`src/rtl/alu_exec_unit.sv`:
```
// alu_exec_unit
//   Execution end of the 3-bit ALU control code. add/sub/and/or (and the
//   unused codes 110/111) complete in one cycle; mult (shift-add) and div
//   (restoring) iterate WIDTH cycles behind a start/busy/done handshake.
// Ports
//   clk, rst          clock (rising edge), asynchronous active-high reset
//   start             launch an operation; sampled only in IDLE
//   ctrl              000 add, 001 sub, 010 mult, 011 div, 100 and, 101 or
//   op_a, op_b        signed operands (dividend / divisor for div)
//   busy              mult/div in flight; start is ignored
//   done              one-cycle pulse: result/result_hi/flags updated
//   result            sum/diff/logic, product low word, quotient
//   result_hi         product high word, remainder; 0 for one-cycle ops
//   zero, ovf         result == 0, signed overflow
//   div_zero          the last completed op was a divide by zero
module alu_exec_unit #(
   parameter int WIDTH = 16
) (
   input  logic             clk,
   input  logic             rst,
   input  logic             start,
   input  logic [2:0]       ctrl,
   input  logic [WIDTH-1:0] op_a,
   input  logic [WIDTH-1:0] op_b,
   output logic             busy,
   output logic             done,
   output logic [WIDTH-1:0] result,
   output logic [WIDTH-1:0] result_hi,
   output logic             zero,
   output logic             ovf,
   output logic             div_zero
);

   localparam int CW = $clog2(WIDTH + 1);

   localparam logic [1:0] S_IDLE = 2'd0;
   localparam logic [1:0] S_MUL  = 2'd1;
   localparam logic [1:0] S_DIV  = 2'd2;
   localparam logic [1:0] S_FIX  = 2'd3;

   logic [1:0]       state;
   logic [CW-1:0]    cnt;
   logic             is_div;
   logic             sa, sb;
   // mult: acc = running high word, lo = multiplier shifting out / product low word
   // div : acc = partial remainder,  lo = dividend shifting out / quotient bits in
   logic [WIDTH-1:0] acc, lo, mcand;

   function automatic logic [WIDTH-1:0] mag(input logic [WIDTH-1:0] v);
      return v[WIDTH-1] ? -v : v;
   endfunction

   assign busy = (state != S_IDLE);

   // single-cycle datapath
   logic [WIDTH-1:0] r1;
   logic             ov1;
   always_comb begin
      r1  = '0;
      ov1 = 1'b0;
      case (ctrl)
         3'b000: begin
            r1  = op_a + op_b;
            ov1 = (op_a[WIDTH-1] == op_b[WIDTH-1]) && (r1[WIDTH-1] != op_a[WIDTH-1]);
         end
         3'b001: begin
            r1  = op_a - op_b;
            ov1 = (op_a[WIDTH-1] != op_b[WIDTH-1]) && (r1[WIDTH-1] != op_a[WIDTH-1]);
         end
         3'b100:  r1 = op_a & op_b;
         3'b101:  r1 = op_a | op_b;
         default: r1 = '0;
      endcase
   end

   // one iteration step for each multi-cycle op
   logic [WIDTH:0] msum, dsh, dtrial;
   always_comb begin
      msum   = {1'b0, acc} + (lo[0] ? {1'b0, mcand} : '0);
      dsh    = {acc, lo[WIDTH-1]};
      dtrial = dsh - {1'b0, mcand};
   end

   // sign fix-up once the unsigned iterations are finished
   logic                 neg;
   logic [2*WIDTH-1:0]   prod;
   logic [WIDTH-1:0]     fq, fr;
   logic                 fovf;
   always_comb begin
      neg  = sa ^ sb;
      prod = neg ? -{acc, lo} : {acc, lo};
      fq   = neg ? -lo : lo;
      fr   = sa ? -acc : acc;
      // unsigned quotient MSB set with positive sign only for MIN / -1
      fovf = is_div ? (~neg & lo[WIDTH-1])
                    : (prod[2*WIDTH-1:WIDTH] != {WIDTH{prod[WIDTH-1]}});
   end

   always_ff @(posedge clk or posedge rst) begin
      if (rst) begin
         state     <= S_IDLE;
         cnt       <= '0;
         is_div    <= 1'b0;
         sa        <= 1'b0;
         sb        <= 1'b0;
         acc       <= '0;
         lo        <= '0;
         mcand     <= '0;
         done      <= 1'b0;
         result    <= '0;
         result_hi <= '0;
         zero      <= 1'b0;
         ovf       <= 1'b0;
         div_zero  <= 1'b0;
      end else begin
         done <= 1'b0;
         case (state)
            S_IDLE: if (start) begin
               if (ctrl == 3'b010 || (ctrl == 3'b011 && op_b != '0)) begin
                  is_div <= ctrl[0];
                  sa     <= op_a[WIDTH-1];
                  sb     <= op_b[WIDTH-1];
                  lo     <= mag(op_a);
                  mcand  <= mag(op_b);
                  acc    <= '0;
                  cnt    <= CW'(WIDTH);
                  state  <= ctrl[0] ? S_DIV : S_MUL;
               end else if (ctrl == 3'b011) begin
                  done      <= 1'b1;
                  result    <= '1;
                  result_hi <= op_a;
                  zero      <= 1'b0;
                  ovf       <= 1'b0;
                  div_zero  <= 1'b1;
               end else begin
                  done      <= 1'b1;
                  result    <= r1;
                  result_hi <= '0;
                  zero      <= (r1 == '0);
                  ovf       <= ov1;
                  div_zero  <= 1'b0;
               end
            end
            S_MUL: begin
               acc <= msum[WIDTH:1];
               lo  <= {msum[0], lo[WIDTH-1:1]};
               cnt <= cnt - 1'b1;
               if (cnt == CW'(1)) state <= S_FIX;
            end
            S_DIV: begin
               if (!dtrial[WIDTH]) begin
                  acc <= dtrial[WIDTH-1:0];
                  lo  <= {lo[WIDTH-2:0], 1'b1};
               end else begin
                  acc <= dsh[WIDTH-1:0];
                  lo  <= {lo[WIDTH-2:0], 1'b0};
               end
               cnt <= cnt - 1'b1;
               if (cnt == CW'(1)) state <= S_FIX;
            end
            default: begin
               done      <= 1'b1;
               result    <= is_div ? fq : prod[WIDTH-1:0];
               result_hi <= is_div ? fr : prod[2*WIDTH-1:WIDTH];
               zero      <= is_div ? (fq == '0) : (prod[WIDTH-1:0] == '0);
               ovf       <= fovf;
               div_zero  <= 1'b0;
               state     <= S_IDLE;
            end
         endcase
      end
   end

endmodule

```
`config.mk`:
```
export PLATFORM = sky130hd
export DESIGN_NAME = alu_exec_unit
export DESIGN_NICKNAME = d
export VERILOG_FILES = /design/src/rtl/alu_exec_unit.sv
export SDC_FILE = /design/constraint.sdc
export NUM_CORES = 1
export LEC_CHECK = 0
export CAP_MARGIN = 20
export CORE_ASPECT_RATIO = 0.6
export CORE_MARGIN = 3
export CORE_UTILIZATION = 61
export DETAILED_ROUTE_END_ITERATION = 8
export DONT_BUFFER_PORTS = 1
export HOLD_SLACK_MARGIN = 0.03
export MAX_ROUTING_LAYER = met4
export PLACE_DENSITY_LB_ADDON = 0.05
export SLEW_MARGIN = 15
export SYNTH_ARGS = -nofsm -noshare
export SYNTH_HDL_FRONTEND = slang
export SYNTH_SLANG_ARGS = --single-unit
```
`constraint.sdc`:
```
create_clock -name clk -period 4.15 [get_ports clk]
set_input_delay 0.415 -clock clk [delete_from_list [all_inputs] [get_ports clk]]
set_output_delay 0.415 -clock clk [all_outputs]
set_load 0.1 [all_outputs]
```
==> flow_summary.ini, run 1 <==
[setup_path]
critPathCaptureType = register
timing.rr.end = acc[12]$_DFFE_PP0P_
worstRegToRegCells = 14
slowest_delay_ps = 440
path_cells = inv_1 > ha_1 > inv_1 > fa_1 > a211oi_1 > o21a_1 > o31ai_1 > o41ai_1 > o21ai_0 > a21oi_2 > xnor2_4 > buf_4 > mux2i_1 > o221ai_1
critical_path_depth = 14
path_max_fanout = 13
rrSetupSlack_ps = 290
crit_arrival_ps = 4070
cpMaxStageDelayCell = dfrtp_1
start_kind = register
critPathLaunch = lo[15]$_DFFE_PP0P_
crit_family = compound AO/OA/AOI/OAI gates
cp.required_ps = 4360
crit_top_cell = inv_1
critPathBufInv = 3
critPathCapture = acc[12]$_DFFE_PP0P_
r2r-start = lo[15]$_DFFE_PP0P_
worst-setup-path-type = register to register

[sta]
fin_ws_ps = 291
setup_tns_ps = 0
hold_violations = 0
period_share_pct = 93.0
worstMarginPinSlew_ps = 1030
fin_skew_ps = 16.8
max_slew_margin_pct = 31.0
fmax_mhz = 259
setup_viol_count_final = 0
rsz0062_at_grt = no
final_max_slew_viol_count = 0
fin_crit_ps = 3860

[detailed_routing]
wl_per_cell_um = 23.6
viasPerCell = 6.83
ant_nets = 0
first_pass_iters = 6
drt-initial-drc-count = 1315
vias = 10100
finalWirelength_mm = 34.7
drc = 0

[global_routing]
grt.total_usage_pct = 39.1
antenna_found_initial = 1
grt_pass1_wl_mm = 53.7
overflow = 0
grt_pass1_vias = 9168
grt_max_degree = 55

[clock_tree]
cts-buffers-inserted = 9
h-tree-depth = 3
clock-sinks = 94
cts_tree = built
cts_root_buffer = clkbuf_16
path_clk_slew_ps = 80
clockBufferDepth = 2
hold_buffers = 0
clk_latency_ps = 360

[final_layout]
area_growth_pct = 5.16
final_cell_mix = nand2_1, nor2_1, o21ai_0, dfrtp_1, ha_1
nets = 1398
final_common_cell = nand2_1
final_layout_size_suffix_gt1_share_pct = 7.57
final_util_pct = 67.4

[logic_synthesis]
yosys.area_share.simple_pct = 19.8
yosys.area_share.adder_pct = 12.3
synthMuxAreaShare_pct = 4.02
netlist_area_sq_um = 10100
ys_types = 76
ys_warn_count = 0
async_flop_share_pct = 100
syn_inst = 1298
seq_area_frac_synth_pct = 23.3
synth_compound_area_share_pct = 25.2
synth_edf_count = 0
ys.flop_type = dfrtp_1
synth_seq_cells = 94
syn_area_per_cell_sq_um = 7.79
synth_xor_area_share_pct = 9.27
synth_top_family_by_area = compound AO/OA/AOI/OAI gates
syn-num-nets = 1433

[floorplanning]
die_x_um = 172
boundaryPins = 75
floorplan.rows = 35
die_area_sq_um = 18200
start_util_pct = 64.1
die_y_um = 106
core-area_sq_um = 15800

[placed_design]
place.gp.congestion = 1.03
post-place-ws_ps = 282
dpl.hpwl_mm = 27.3
port_buffers = 0

[hold_path]
min_path_type = input pin to async pin

[run_status]
status = complete, no violations

[job]
maxCapViolations = 0
## state kept, by name, summed over array words and instances, names as in the netlist, 2 cells and up
register / flops
lo: 16
state: 2
result: 16
mcand: 16
result_hi: 16
acc: 16
cnt: 5
## layout make-up
type	instances	area, sq um
Antenna cell	1	2.50
Timing Repair Buffer	32	240
Clock inverter	6	63.8
Sequential cell	94	2350
Tap cell	203	254
Fill cell	1389	5140
Clock buffer	10	239
Inverter	79	299
Multi-Input combinational cell	1047	7180
## kinds of logic (layout without fill, tap and decap cells)
logic type | count (synthesis) | after routing
AOI/OAI and AO/OA | 391 | 391
other | 0 | 1
DFF | 94 | 94
adders and majority gates | 97 | 97
and+or+nand+nor | 414 | 414
xor gates and xnor gates | 107 | 107
buffers and inverters | 157 | 127
muxes | 38 | 38
## synth_stat cells, types with 14 or more instances
cell / instances / area (sq um)
clkbuf_1: 66 / 248
nand2_1: 134 / 503
xor2_1: 28 / 245
or3_1: 15 / 93.8
mux2i_1: 26 / 260
xnor2_1: 79 / 692
nand3_1: 18 / 90.1
inv_1: 79 / 297
o41ai_1: 14 / 123
nor3_1: 25 / 125
a31oi_1: 18 / 113
a22oi_1: 36 / 270
ha_1: 93 / 1160
o31ai_1: 26 / 195
or2_2: 16 / 100
a21oi_1: 74 / 370
dfrtp_1: 94 / 2350
nor2_1: 115 / 432
a21o_1: 14 / 105
o21ai_0: 114 / 571
## repair_timing
| item | CTS | global route |
|---|---|---|
| setup endpoints to repair | 0 | 6 |
| setup buffers | 0 | 0 |
| resized for setup | 0 | 3 |
## per-layer routing
layer / up-vias / track usage (%) / wire [um]
li1: 4585 / - / -
met1: 4765 / 59.7 / 16000
met2: 660 / 48.5 / 12800
met3: 42 / 15.5 / 5380
met4: 0 / 5.75 / 460
met5: - / - / 0
## worst min path at each step
stage | end | from | slack, ps
finish | acc[10]$_DFFE_PP0P_ | rst | 20
global route | acc[10]$_DFFE_PP0P_ | rst | 80
CTS | acc[10]$_DFFE_PP0P_ | rst | 60
detailed placement | acc[10]$_DFFE_PP0P_ | rst | 430
global placement | acc[10]$_DFFE_PP0P_ | rst | 440
floorplan | cnt[1]$_DFFE_PP0P_ | cnt[1]$_DFFE_PP0P_ | 470
## metrics by stage
stage	cells	instance area, sq um	hold slack, ps
finish	1472	10600	24.1
global route	1472	10600	80.5
CTS	1471	10600	58.0
detailed placement	1455	10300	434
global placement	1455	10300	436
floorplan	1298	10100	472
Power of run 1 is left out: the tool's default activity adds up to more than one toggle a clock period on the data nets, which glitch-free logic cannot reach.
==> inputs of run 2 (changes only) <==
Settings changed: SLEW_MARGIN 15 to 20.
==> results of run 2 <==
The final DEF is identical to that of run 1; final timing and power are the same.
Power of run 2 is left out for the same reason.
